--- src/rtl/pipelined_barrel_shifter.sv ---
`default_nettype none
// +--------------------------------------------------------------------------+
// | Module   : pipelined_barrel_shifter                                      |
// | Brief    : Pipelined log-shifter with LSR/ASR/LSL/ROR modes and tags.    |
// | Revision : 1.0 - initial release                                         |
// +--------------------------------------------------------------------------+
module pipelined_barrel_shifter #(
  parameter int BIT_WIDTH        = 108,
  parameter int SHAMT_WIDTH      = 7,
  parameter int LEVELS_PER_STAGE = 2,
  parameter int TAG_WIDTH        = 8
) (
  input  logic                   clk,
  input  logic                   rst,
  input  logic                   in_valid,
  output logic                   in_ready,
  input  logic [BIT_WIDTH-1:0]   in_data,
  input  logic [SHAMT_WIDTH-1:0] in_shamt,
  input  logic [1:0]             in_mode,
  input  logic [TAG_WIDTH-1:0]   in_tag,
  output logic                   out_valid,
  input  logic                   out_ready,
  output logic [BIT_WIDTH-1:0]   out_data,
  output logic [TAG_WIDTH-1:0]   out_tag
);

  localparam int NUM_STAGES = (SHAMT_WIDTH + LEVELS_PER_STAGE - 1) / LEVELS_PER_STAGE;

  localparam logic [1:0] c_mode_asr = 2'b01;
  localparam logic [1:0] c_mode_lsl = 2'b10;
  localparam logic [1:0] c_mode_ror = 2'b11;

  function automatic logic [BIT_WIDTH-1:0] f_rev(input logic [BIT_WIDTH-1:0] d);
    logic [BIT_WIDTH-1:0] r;
    r = '0;
    for (int j = 0; j < BIT_WIDTH; j++) begin
      r[j] = d[BIT_WIDTH-1-j];
    end
    return r;
  endfunction

  // One log-shifter level: right shift by k, refilling from the bottom on rotate.
  function automatic logic [BIT_WIDTH-1:0] f_level(input logic [BIT_WIDTH-1:0] d,
                                                   input int k,
                                                   input logic rot,
                                                   input logic fill);
    logic [BIT_WIDTH-1:0] r;
    r = '0;
    for (int j = 0; j < BIT_WIDTH; j++) begin
      if (j + k < BIT_WIDTH) begin
        r[j] = d[j+k];
      end else if (rot) begin
        r[j] = d[j+k-BIT_WIDTH];
      end else begin
        r[j] = fill;
      end
    end
    return r;
  endfunction

  logic                   w_adv;
  logic [BIT_WIDTH-1:0]   w_pre_data;
  logic [SHAMT_WIDTH-1:0] w_pre_shamt;
  logic                   w_pre_rot;
  logic                   w_pre_lsl;
  logic                   w_pre_fill;

  // LSL is done as a right shift on the bit-reversed operand; ROR folds the
  // amount into [0, BIT_WIDTH) so every later level is a plain rotate.
  always_comb begin
    w_pre_rot   = (in_mode == c_mode_ror);
    w_pre_lsl   = (in_mode == c_mode_lsl);
    w_pre_fill  = (in_mode == c_mode_asr) & in_data[BIT_WIDTH-1];
    w_pre_data  = w_pre_lsl ? f_rev(in_data) : in_data;
    w_pre_shamt = in_shamt;
    if (w_pre_rot && (32'(in_shamt) >= 32'(BIT_WIDTH))) begin
      w_pre_shamt = SHAMT_WIDTH'(32'(in_shamt) - 32'(BIT_WIDTH));
    end
  end

  assign w_adv    = !out_valid | out_ready;
  assign in_ready = w_adv;

  for (genvar s = 0; s < NUM_STAGES; s++) begin : g_stage
    localparam int c_lo   = s * LEVELS_PER_STAGE;
    localparam int c_hi   = ((s + 1) * LEVELS_PER_STAGE < SHAMT_WIDTH) ?
                            (s + 1) * LEVELS_PER_STAGE : SHAMT_WIDTH;
    localparam int c_nlev = c_hi - c_lo;
    localparam int c_win  = SHAMT_WIDTH - c_lo;
    localparam bit c_last = (s == NUM_STAGES - 1);

    logic                 w_vld;
    logic [BIT_WIDTH-1:0] w_src;
    logic [BIT_WIDTH-1:0] w_res;
    logic [TAG_WIDTH-1:0] w_tag;
    logic [c_win-1:0]     w_sh;
    logic                 w_rot;
    logic                 w_fill;
    logic                 w_lsl;

    logic                 r_vld;
    logic [BIT_WIDTH-1:0] r_data;
    logic [TAG_WIDTH-1:0] r_tag;

    if (s == 0) begin : g_src_in
      assign w_vld  = in_valid;
      assign w_src  = w_pre_data;
      assign w_tag  = in_tag;
      assign w_sh   = w_pre_shamt;
      assign w_rot  = w_pre_rot;
      assign w_fill = w_pre_fill;
      assign w_lsl  = w_pre_lsl;
    end else begin : g_src_prev
      assign w_vld  = g_stage[s-1].r_vld;
      assign w_src  = g_stage[s-1].r_data;
      assign w_tag  = g_stage[s-1].r_tag;
      assign w_sh   = g_stage[s-1].g_carry.r_sh;
      assign w_rot  = g_stage[s-1].g_carry.r_rot;
      assign w_fill = g_stage[s-1].g_carry.r_fill;
      assign w_lsl  = g_stage[s-1].g_carry.r_lsl;
    end

    always_comb begin
      w_res = w_src;
      for (int l = 0; l < c_nlev; l++) begin
        if (w_sh[l]) begin
          w_res = f_level(w_res, 1 << (c_lo + l), w_rot, w_fill);
        end
      end
      if (c_last && w_lsl) begin
        w_res = f_rev(w_res);
      end
    end

    always_ff @(posedge clk or posedge rst) begin
      if (rst) begin
        r_vld  <= 1'b0;
        r_data <= '0;
        r_tag  <= '0;
      end else if (w_adv) begin
        r_vld <= w_vld;
        if (w_vld) begin
          r_data <= w_res;
          r_tag  <= w_tag;
        end
      end
    end

    // Only the not-yet-consumed shift bits and mode flags travel onward.
    if (!c_last) begin : g_carry
      logic [c_win-c_nlev-1:0] r_sh;
      logic                    r_rot;
      logic                    r_fill;
      logic                    r_lsl;

      always_ff @(posedge clk or posedge rst) begin
        if (rst) begin
          r_sh   <= '0;
          r_rot  <= 1'b0;
          r_fill <= 1'b0;
          r_lsl  <= 1'b0;
        end else if (w_adv && w_vld) begin
          r_sh   <= w_sh[c_win-1:c_nlev];
          r_rot  <= w_rot;
          r_fill <= w_fill;
          r_lsl  <= w_lsl;
        end
      end
    end
  end

  assign out_valid = g_stage[NUM_STAGES-1].r_vld;
  assign out_data  = g_stage[NUM_STAGES-1].r_data;
  assign out_tag   = g_stage[NUM_STAGES-1].r_tag;

endmodule
`default_nettype wire

--- config.mk ---
export PLATFORM = sky130hd
export DESIGN_NAME = pipelined_barrel_shifter
export DESIGN_NICKNAME = d
export VERILOG_FILES = /design/src/rtl/pipelined_barrel_shifter.sv
export SDC_FILE = /design/constraint.sdc
export NUM_CORES = 2
export LEC_CHECK = 0
export ABC_AREA = 1
export CORE_ASPECT_RATIO = 0.9
export CORE_UTILIZATION = 55
export CTS_BUF_LIST = sky130_fd_sc_hd__clkbuf_8 sky130_fd_sc_hd__clkbuf_16
export DETAILED_ROUTE_END_ITERATION = 7
export DONT_BUFFER_PORTS = 1
export GPL_ROUTABILITY_DRIVEN = 0
export MAX_ROUTING_LAYER = met4
export PLACE_DENSITY = 0.81
export SLEW_MARGIN = 25
export SYNTH_ARGS = -nofsm -noshare
export SYNTH_HDL_FRONTEND = slang
export SYNTH_SLANG_ARGS = --single-unit
--- constraint.sdc ---
create_clock -name clk -period 35.1 [get_ports clk]
set_clock_uncertainty 0.1 [all_clocks]
set_input_delay 7.02 -clock clk [delete_from_list [all_inputs] [get_ports clk]]
set_output_delay 7.02 -clock clk [all_outputs]
set_load 0.05 [all_outputs]
# == Yosys cells after proc, flatten, opt, wreduce, memory -nomap -nowiden ==
# Cells that the tools add are included.
# word_totals
reg_bits,486
word_cells,177
# op_classes
n_addsub,1
mux,137
n_eq_ne,3
bitwise_logic,2
reduce_logical,9
magnitude_cmp,1
# op_table
op,count
$mux W108,9
$mux W1,127
$reduce_and A2 Y1,4
$ge A7 B7 Y1 const B,1
$mux W7,1
$sub A7 B7 Y7 const B,1
$eq A2 B2 Y1 const B,2
$logic_and A1 B1 Y1,4
$eq A2 B1 Y1 const B,1
$and A1 B1 Y1,1
$logic_not A1 Y1,1
$or A1 B1 Y1,1

# == Logic depth before layout (Yosys ltp) ==
# logic_depth
depth_word,6
mapped_depth,11
depth_no_buf,9

# == Worst setup path before layout ==
# OpenSTA, ideal clock, no wires.
# synth_path
path_type,input -> output
from,in out_ready
to,out in_ready
path_slack_ps,20674
t_arrival_ps,7306
path_stages,2
required_time_ps,27980
cell_sequence,nor2_4 > inv_2
# synth_via
elab_chain_cells,1
# synth_lines
item,line_no,rtl
start: declaration,22,"input logic out_ready,"
$or A1 B1 Y1,81,assign w_adv = !out_valid | out_ready;
end: declaration,16,"output logic in_ready,"
# No other way between the ends.

# == Final worst setup path ==
# Ends and elaborated chain as after synthesis.

==> flow_summary.json <==
{
  "overflow": 0,
  "period_share": 0.4145,
  "first_global_vias": 25670,
  "drtPass1Iterations": 7,
  "antenna_found_initial": 5,
  "cts-root-buf": "clkbuf_16",
  "grt_setup_unrepaired": "false",
  "coreArea_sq_um": 51890,
  "ctsResizeCount": 0,
  "grt_max_degree": 138,
  "leakage_nw": 14.88,
  "synthesis.nets": 4326,
  "hold_path_startpoint": "g_stage[0].r_tag[5]$_DFFE_PP0P_",
  "crit_chain": "nor2_4 -> inv_2",
  "period_minus_slack_ns": 14.55,
  "insertion_delay_ns": 0.61,
  "cts_made_buffers": 49,
  "yosysMostFrequentCell": "nand2_1",
  "power.density_nw_per_um2": 101.3,
  "maxCapViolations": 0,
  "synthesis.area_sq_um": 28970,
  "slew_viol_final": 0,
  "fin_tns_setup_ns": 0,
  "ys.flop_type": "dfrtp_1",
  "grt_pass1_wl_mm": 142.8,
  "holdWs_ns": 0.3687,
  "drive_gt1_frac": 0.03975,
  "cts_tree": "done",
  "drcViolationCount": 0,
  "vias": 28560,
  "power.total_mw": 3.084,
  "final_nets": 4095,
  "async_flop_share": 1.000,
  "viasPerCell": 6.082,
  "cts_hold_buf": 0,
  "routedWlPerCell_microns": 19.42,
  "placedCellCount": 4602,
  "synth-seq-area-share": 0.4197,
  "io_pins": 247,
  "start_kind": "primary input",
  "htreeDepth": 2,
  "cts_setup_buffers": 0,
  "synth_cell_type_count": 28,
  "rr_startpoint": "out_valid$_DFFE_PP0N_",
  "status": "complete, no violations",
  "netlist_top_cells_area": "dfrtp_1, nand2_1, nand3_1, o21ai_0, a21oi_1",
  "endpoint_kind": "output port",
  "fmax_mhz": 68.73,
  "synth_top_area_cell": "dfrtp_1",
  "cts_buffer_depth": 3,
  "instances_no_fill": 4696,
  "setup_viol": 0,
  "synth_top_area_share": 0.4197,
  "required_ns": 27.98,
  "peakVddDrop_mv": 0.08874,
  "hpwlAfterDp_mm": 63.36,
  "cts.clk_slew.worst_paths_ns": 0.06,
  "synth_seq_cells": 486,
  "min-delay-path-class": "reg2reg",
  "max_slew_margin": 0.3175,
  "r2r_cells": 7,
  "dieWidth_microns": 243.9,
  "start_util": 0.5583,
  "dpl_cell_area_sq_um": 28740,
  "reg2reg_to": "g_stage[0].r_data[66]$_DFFE_PP0P_",
  "r2r_slack_ns": 31.78,
  "rows": 79,
  "critPathBufInv": 1,
  "path_class": "in2out",
  "grt_use_total": 0.3473,
  "cp_slowest_cell": "nor2_4",
  "area_growth_pct": 5.065,
  "yosys_warnings": 0,
  "num-fill-cells": 4782,
  "stdcell_area_sq_um": 30440,
  "whs_endpoint": "g_stage[0].r_tag[5]$_DFFE_PP0P_",
  "critPathArrivalTime_ns": 7.43,
  "netlist_instances": 4196,
  "slowest_delay_ns": 0.20,
  "wl_mm": 91.21,
  "avgSynthCellArea_sq_um": 6.905,
  "fp.dieArea_sq_um": 53600,
  "tightest_slew_ns": 1.024,
  "die_y_microns": 219.7,
  "hold_depth": 2,
  "io_buffers": 0,
  "cts.sinks": 486,
  "crit_family": "simple AND/OR/NAND/NOR gates",
  "final-hold-violation-count": 0,
  "worstPathMaxFanout": 6,
  "ys_top_cells_by_count": "nand2_1, nand3_1, dfrtp_1",
  "drtIter0Drc": 4472,
  "ant_nets": 0,
  "synth-edff-count": 0
}
## cells by family after synthesis
family / synth area share
simple gates: 0.3333
compound gates: 0.1330
buf+inv: 0.08719
flops: 0.4197
mux: 0.02626
fa+ha+maj: 0.0004318
## through the flow
step                      setup slack [ns]    util
final                                20.55  0.5866
after global routing                 20.52  0.5866
after CTS                            20.55  0.5858
after detailed placement             20.55  0.5538
after global placement               20.55  0.5538
after floorplan                      14.42       -
## state kept, by name (all words and copies together), names as in the netlist
signal and count:
g_stage.r_tag 24, out_tag 8, g_stage.g_carry.r_sh 9, out_valid 1
out_data 108, g_stage.g_carry.r_lsl 3, g_stage.r_vld 3, g_stage.r_data 324
g_stage.g_carry.r_fill 3, g_stage.g_carry.r_rot 3
## layout make-up
| cell class | instances | area, sq um | share of cell area |
|---|---|---|---|
| Antenna cell | 8 | 20.02 | 0.0006576 |
| Clock buffer | 58 | 1350 | 0.04435 |
| Sequential cell | 486 | 12180 | 0.4001 |
| Tap cell | 688 | 860.8 | 0.02828 |
| Timing Repair Buffer | 31 | 247.7 | 0.008138 |
| Clock inverter | 28 | 310.3 | 0.01019 |
| Multi-Input combinational cell | 3091 | 14310 | 0.4700 |
| Inverter | 306 | 1164 | 0.03822 |
## where the power goes
group,internal (mW),switching (mW)
clock network,0.323,0.227
registers,0.808,0.478
logic,0.376,0.871
## worst max path at each step
stage / from / to / slack [ns] / depth (start not counted)
final: out_ready / in_ready / 20.55 / 2
after global routing: out_ready / in_ready / 20.52 / 2
after CTS: out_ready / in_ready / 20.55 / 2
after detailed placement: out_ready / in_ready / 20.55 / 2
after global placement: out_ready / in_ready / 20.55 / 2
after floorplan: rst / g_stage[0].g_carry.r_fill$_DFFE_PP0P_ / 14.42 / 1
## tightest hold or removal path, delay by kind of cell, from the launching register on
family	cells	cell delay, ns
flip-flops	1	0.34
AND/OR/NAND/NOR	2	0.10
## cell usage in the layout, fill, tap and decap left out, types with 9 or more instances in the layout
cell | Yosys | final
a21oi_1 | 252 | 252
a22oi_1 | 20 | 20
buf_4 | 4 | 27
clkbuf_16 | 0 | 49
clkbuf_8 | 0 | 9
clkinv_2 | 0 | 13
dfrtp_1 | 486 | 479
inv_1 | 294 | 300
inv_2 | 12 | 11
mux2i_1 | 76 | 76
nand2_1 | 1341 | 1341
nand3_1 | 807 | 807
nor2_1 | 105 | 104
o211ai_1 | 32 | 32
o21ai_0 | 391 | 391
o21ai_1 | 17 | 17
or2_2 | 20 | 20
## layer usage
metal	up-vias	track usage	routed length [microns]
li1	13340	-	-
met1	13420	0.4686	36980
met2	1548	0.4992	39960
met3	249	0.07612	9991
met4	0	0.1592	4282
met5	-	-	0
No activity file was read; power rests on OpenSTA's default activity.
